### config.mk
export PLATFORM = sky130hd
export DESIGN_NAME = id_ex_pipe_stage
export DESIGN_NICKNAME = d
export VERILOG_FILES = /design/src/rtl/mips_pkg.sv /design/src/rtl/pipe_slot.sv /design/src/rtl/id_ex_pipe_stage.sv
export SDC_FILE = /design/constraint.sdc
export NUM_CORES = 1
export LEC_CHECK = 0
export CORE_ASPECT_RATIO = 1.75
export CORE_UTILIZATION = 25
export CTS_BUF_LIST = sky130_fd_sc_hd__clkbuf_8
export DETAILED_ROUTE_END_ITERATION = 16
export PLACE_DENSITY_LB_ADDON = 0.05
export SLEW_MARGIN = 20
export SYNTH_ARGS = -nofsm -noshare
export SYNTH_HDL_FRONTEND = slang
export SYNTH_HIERARCHICAL = 1
export SYNTH_SLANG_ARGS = --single-unit
### constraint.sdc
create_clock -name clk -period 5.1 [get_ports clk]
set_input_delay 1.02 -clock clk [delete_from_list [all_inputs] [get_ports clk]]
set_output_delay 1.02 -clock clk [all_outputs]
set_load 0.02 [all_outputs]
### src/rtl/mips_pkg.sv
`default_nettype none
// ============================================================================
//  Module   : mips_pkg
//  Brief    : Shared widths, encodings and bundle sizing for the MIPS core.
//  Revision : 1.0 - initial release
// ============================================================================
package mips_pkg;

    localparam int DEF_PC_W    = 32;
    localparam int DEF_DATA_W  = 32;
    localparam int DEF_CMD_W   = 4;
    localparam int DEF_RADDR_W = 5;

    typedef enum logic [1:0] {
        BR_NONE = 2'b00,
        BR_BEZ  = 2'b01,
        BR_BNE  = 2'b10,
        BR_JMP  = 2'b11
    } br_type_e;

    typedef enum logic [3:0] {
        EX_NOP = 4'b0000,
        EX_ADD = 4'b0001,
        EX_SUB = 4'b0010,
        EX_AND = 4'b0011,
        EX_OR  = 4'b0100,
        EX_XOR = 4'b0101,
        EX_SLT = 4'b0110,
        EX_SLL = 4'b0111,
        EX_SRL = 4'b1000
    } ex_cmd_e;

    // pc + wb_en/mem_wr/mem_rd + br_type + ex_cmd + val1/val2/reg2 + dst/src1/src2
    function automatic int bundle_width(input int pc_w, input int data_w,
                                        input int cmd_w, input int raddr_w);
        return pc_w + 3 + 2 + cmd_w + 3 * data_w + 3 * raddr_w;
    endfunction

    localparam int BUNDLE_W = bundle_width(DEF_PC_W, DEF_DATA_W, DEF_CMD_W, DEF_RADDR_W);

endpackage
`default_nettype wire

### src/rtl/pipe_slot.sv
`default_nettype none
// ============================================================================
//  Module   : pipe_slot
//  Brief    : One pipeline slot: valid bit plus packed payload, zeroed when empty.
//  Revision : 1.0 - initial release
// ============================================================================
module pipe_slot #(
    parameter int W = 8
) (
    input  logic         clk,
    input  logic         rst,
    input  logic         i_load,
    input  logic         i_clear,
    input  logic [W-1:0] i_data,
    output logic         o_valid,
    output logic [W-1:0] o_data
);

    logic         r_valid;
    logic [W-1:0] r_data;

    // Clearing always zeroes the payload so an empty slot carries no control bits.
    always_ff @(posedge clk) begin
        if (rst || i_clear) begin
            r_valid <= 1'b0;
            r_data  <= '0;
        end else if (i_load) begin
            r_valid <= 1'b1;
            r_data  <= i_data;
        end
    end

    assign o_valid = r_valid;
    assign o_data  = r_data;

endmodule
`default_nettype wire

### src/rtl/id_ex_pipe_stage.sv
`default_nettype none
// ============================================================================
//  Module   : id_ex_pipe_stage
//  Brief    : ID->EX register stage with valid/ready, optional skid slot, flush.
//             Define ID_EX_SKID_EN for the two-slot, registered-in_ready variant.
//  Revision : 1.0 - initial release
// ============================================================================
module id_ex_pipe_stage
    import mips_pkg::*;
#(
    parameter int PC_W    = DEF_PC_W,
    parameter int DATA_W  = DEF_DATA_W,
    parameter int CMD_W   = DEF_CMD_W,
    parameter int RADDR_W = DEF_RADDR_W
) (
    input  logic               clk,
    input  logic               rst,
    input  logic               flush,
    input  logic               in_valid,
    output logic               in_ready,
    input  logic [PC_W-1:0]    in_pc,
    input  logic               in_wb_en,
    input  logic               in_mem_wr,
    input  logic               in_mem_rd,
    input  logic [1:0]         in_br_type,
    input  logic [CMD_W-1:0]   in_ex_cmd,
    input  logic [DATA_W-1:0]  in_val1,
    input  logic [DATA_W-1:0]  in_val2,
    input  logic [DATA_W-1:0]  in_reg2,
    input  logic [RADDR_W-1:0] in_dst,
    input  logic [RADDR_W-1:0] in_src1,
    input  logic [RADDR_W-1:0] in_src2,
    output logic               out_valid,
    input  logic               out_ready,
    output logic [PC_W-1:0]    out_pc,
    output logic               out_wb_en,
    output logic               out_mem_wr,
    output logic               out_mem_rd,
    output logic [1:0]         out_br_type,
    output logic [CMD_W-1:0]   out_ex_cmd,
    output logic [DATA_W-1:0]  out_val1,
    output logic [DATA_W-1:0]  out_val2,
    output logic [DATA_W-1:0]  out_reg2,
    output logic [RADDR_W-1:0] out_dst,
    output logic [RADDR_W-1:0] out_src1,
    output logic [RADDR_W-1:0] out_src2,
    output logic [15:0]        stall_cnt
);

    localparam int          c_BUNDLE_W  = bundle_width(PC_W, DATA_W, CMD_W, RADDR_W);
    localparam logic [15:0] c_STALL_MAX = 16'hFFFF;

    logic                  w_in_fire;
    logic                  w_out_fire;
    logic [c_BUNDLE_W-1:0] w_in_bundle;
    logic                  w_m_valid;
    logic                  w_m_load;
    logic                  w_m_clear;
    logic [c_BUNDLE_W-1:0] w_m_load_data;
    logic [c_BUNDLE_W-1:0] w_m_data;
    logic [15:0]           r_stall_cnt;

    assign w_in_bundle = {in_pc, in_wb_en, in_mem_wr, in_mem_rd, in_br_type, in_ex_cmd,
                          in_val1, in_val2, in_reg2, in_dst, in_src1, in_src2};

    assign w_in_fire  = in_valid && in_ready;
    assign w_out_fire = w_m_valid && out_ready;

`ifdef ID_EX_SKID_EN
    logic                  w_s_valid;
    logic                  w_s_load;
    logic                  w_s_clear;
    logic [c_BUNDLE_W-1:0] w_s_data;

    // Ready depends only on the skid slot state, never on out_ready.
    assign in_ready = !w_s_valid && !rst;

    // When S is occupied in_ready is low, so a refill of M can only come from S.
    assign w_m_load      = (w_out_fire && w_s_valid) ||
                           (w_in_fire && (!w_m_valid || w_out_fire));
    assign w_m_load_data = w_s_valid ? w_s_data : w_in_bundle;
    assign w_m_clear     = flush || (w_out_fire && !w_m_load);

    assign w_s_load  = w_in_fire && w_m_valid && !w_out_fire;
    assign w_s_clear = flush || (w_out_fire && w_s_valid);

    pipe_slot #(
        .W (c_BUNDLE_W)
    ) u_slot_s (
        .clk     (clk),
        .rst     (rst),
        .i_load  (w_s_load),
        .i_clear (w_s_clear),
        .i_data  (w_in_bundle),
        .o_valid (w_s_valid),
        .o_data  (w_s_data)
    );
`else
    assign in_ready = (!w_m_valid || out_ready) && !rst;

    assign w_m_load      = w_in_fire;
    assign w_m_load_data = w_in_bundle;
    assign w_m_clear     = flush || (w_out_fire && !w_in_fire);
`endif

    pipe_slot #(
        .W (c_BUNDLE_W)
    ) u_slot_m (
        .clk     (clk),
        .rst     (rst),
        .i_load  (w_m_load),
        .i_clear (w_m_clear),
        .i_data  (w_m_load_data),
        .o_valid (w_m_valid),
        .o_data  (w_m_data)
    );

    assign out_valid = w_m_valid;
    assign {out_pc, out_wb_en, out_mem_wr, out_mem_rd, out_br_type, out_ex_cmd,
            out_val1, out_val2, out_reg2, out_dst, out_src1, out_src2} = w_m_data;

    always_ff @(posedge clk) begin
        if (rst) begin
            r_stall_cnt <= '0;
        end else if (w_m_valid && !out_ready && (r_stall_cnt != c_STALL_MAX)) begin
            r_stall_cnt <= r_stall_cnt + 16'd1;
        end
    end

    assign stall_cnt = r_stall_cnt;

endmodule
`default_nettype wire

==> impl_metrics.env <==
export IMPL_status="finished clean"
export IMPL_crit_top_cell="clkdlybuf4s50_1"
export IMPL_slowest_stage="clkdlybuf4s50_1"
export IMPL_port_buffers=326
export IMPL_core_um2=24600
export IMPL_start_kind="input pin"
export IMPL_synth_cells=592
export IMPL_max_slew_margin=0.538
export IMPL_yosys_warnings=6
export IMPL_use_met3=0.0741
export IMPL_min_path_type="register to register"
export IMPL_peakVddDrop_v=0.000218
export IMPL_setup_tns_ps=0
export IMPL_area_growth_pct=61.8
export IMPL_fmax_ghz=0.273
export IMPL_muxShareOfSynthArea=0.245
export IMPL_worst_hold_slack_ps=498
export IMPL_yosysTopAreaCell="dfxtp_1"
export IMPL_grt_pass1_vias=5523
export IMPL_cts_setup_buffers=0
export IMPL_busiest_layer="met2"
export IMPL_synth_edf_count=0
export IMPL_cap_violations=0
export IMPL_firstDrtPassIters=4
export IMPL_crit_path_max_fanout=7
export IMPL_numClockSinks=169
export IMPL_synth_most_common_cell="dfxtp_1"
export IMPL_synth_top_family_by_area="multiplexers"
export IMPL_num_nets_final=1064
export IMPL_synth_compound_area_frac=0.0306
export IMPL_gp_congestion=0.759
export IMPL_cts_resized=0
export IMPL_grt_pass1_wl_um=29200
export IMPL_crit_path_end_kind="output pin"
export IMPL_worst_slew_pin_slew_ps=693
export IMPL_drv_slew=0
export IMPL_wl_um=19400
export IMPL_period_share=0.718
export IMPL_antenna_found_initial=1
export IMPL_syn_avg_cell_area_um2=10.6
export IMPL_ant_nets=0
export IMPL_grt_overflow_total=0
export IMPL_crit_chain="clkdlybuf4s50_1 -> nor2b_1 -> nor2_1 -> clkdlybuf4s50_1"
export IMPL_grt_total_usage=0.150
export IMPL_crit_required_ps=4080
export IMPL_htree_levels=4
export IMPL_synthSimpleGateAreaFrac=0.139
export IMPL_critPathTopFamily="buffers and inverters"
export IMPL_die_h_um=212
export IMPL_cts_clk_slew_worst_paths_ps=80
export IMPL_synth_seq_cells=169
export IMPL_synthTopCellsByArea="dfxtp_1 54%, mux2i_1 24%, nor2_1 9.6%, buf_6 2.5%, buf_2 0.72%"
export IMPL_cts_root_buffer="clkbuf_8"
export IMPL_grt_max_degree=98
export IMPL_insertion_delay_ps=480
export IMPL_route_detailed_drc=0
export IMPL_synthArstFlopShare=0
export IMPL_pin_count=327
export IMPL_routedWlPerCell_um=15.8
export IMPL_hold_buffers=0
export IMPL_reg2reg_from="u_slot_m/o_valid$_SDFFE_PP0P_"
export IMPL_drive_above_1_share=0.0501
export IMPL_die_w_um=122
export IMPL_syn_num_nets=750
export IMPL_start_util=0.256
export IMPL_vias_per_cell=4.36
export IMPL_die_area_um2=25800
export IMPL_cts_buffers=17
export IMPL_rsz0062_at_grt="no"
export IMPL_clock_skew_ps=8.86
export IMPL_cpPeakStageDelay_ps=570
export IMPL_synth_common_cells="169 x dfxtp_1, 161 x nor2_1, 153 x mux2i_1"
export IMPL_synth_ff_type="dfxtp_1"
export IMPL_final_min_clock_period_ps=3660
export IMPL_use_met2=0.268
export IMPL_first_iter_violations=178
export IMPL_p_per_area_nw_per_um2=266
export IMPL_use_met1=0.143
export IMPL_hp_start="u_slot_m/o_data[105]$_SDFFE_PP0P_"
export IMPL_num_vias=5370
export IMPL_rows=76
export IMPL_p_leak_nw=3.67
export IMPL_final_hold_violation_count=0
export IMPL_critical_path_arrival_ps=2640
export IMPL_yosysTopAreaCellShare=0.538
export IMPL_cts_tree="done"
export IMPL_critPathKind="input pin to output pin"
export IMPL_cts_path_max_buffers=2
export IMPL_syn_cell_area_um2=6290
export IMPL_synthXorXnorAreaFrac=0.00139
export IMPL_hpwl_um=14200
export IMPL_worstSetupStartpoint="out_ready"
export IMPL_num_fill_cells=2446
export IMPL_synth_adder_area_share=0.00199
export IMPL_setup_violations=0
export IMPL_ys_seq_area_frac=0.538
export IMPL_cp_num_buf_inv=2
export IMPL_yosysUniqueCellTypes=43
## registers in the layout (all words and copies together) (netlist names)
register	cells
stall_cnt	16
u_slot_m/o_data	152
u_slot_m/o_valid	1
## layout make-up
class,instances,area (um^2),area share
flip-flops and latches,169,3380,0.332
repair buffers,331,3340,0.328
well taps,312,390,0.0383
diodes,1,2.50,0.000246
clock buffers,20,275,0.0270
clock inverters,12,133,0.0130
inverters,4,15.0,0.00147
multi-input cells,383,2640,0.260
## worst paths after layout
path / cells past startpoint / slack (ps) / endpoint
min reg2reg: 2 / 500 / u_slot_m/o_data[105]$_SDFFE_PP0P_
max reg2reg: 4 / 3190 / stall_cnt[8]$_SDFFE_PP0P_
max: 4 / 1440 / in_ready
min: 2 / 500 / u_slot_m/o_data[105]$_SDFFE_PP0P_
## worst reg2reg max path: stages, from the launching register on
cell and delay, ps:
dfxtp_1 400, nor2b_1 530, o211ai_1 280, or3_2 470, a21oi_1 160
## cell usage in the layout, fill, tap and decap left out, types with 2 or more instances in the layout
cell	n
a21oi_1	7
and3_1	2
and4b_1	2
buf_12	3
buf_4	2
bufinv_16	3
clkbuf_8	20
clkdlybuf4s50_1	326
clkinv_2	4
dfxtp_1	169
inv_1	8
mux2i_1	153
nand2_1	8
nand3_1	4
nand4_1	4
nor2_1	160
nor2b_1	2
nor3_1	2
nor4_1	2
o211ai_1	2
o21ai_0	5
o41ai_1	2
or3_1	3
or3_2	2
or4_1	2
## report_power, final
part	total (W)	switching [W]	internal, W
sequential	0.00136	0.0000144	0.00135
clock	0.000990	0.000477	0.000513
combinational	0.000360	0.000148	0.000211
total	0.00271	0.000640	0.00207
## kinds of logic (layout without fill, tap and decap cells)
kind of cell             count (synthesis)  count (layout)
AND/OR/NAND/NOR                        201             201
flip-flops                             169             169
multiplexers                           154             154
buffers and inverters                   40             367
AO/OA/AOI/OAI                           26              26
adder cells (fa/ha/maj)                  1               1
XOR/XNOR                                 1               1
other                                    0               1
## per-stage QoR
step / setup slack, ps / instances / total power, W / util / area (um^2)
after floorplan: 2390 / 592 / 0.00156 / - / 6290
after global placement: 1420 / 1199 / 0.00175 / 0.397 / 9770
after detailed placement: 1450 / 1199 / 0.00175 / 0.397 / 9770
after CTS: 1450 / 1231 / 0.00277 / 0.413 / 10200
after global routing: 1390 / 1232 / 0.00285 / 0.413 / 10200
final: 1440 / 1232 / 0.00271 / 0.413 / 10200
## layer usage
layer  routed length, um  up-vias  part of all wire
li1                    -     2632                 -
met1                6860     2481              0.35
met2               10100      234              0.52
met3                2030       23              0.10
met4                 396        0             0.020
met5                   0        -                 0
Note: power is estimated with default switching activity, not from simulation.
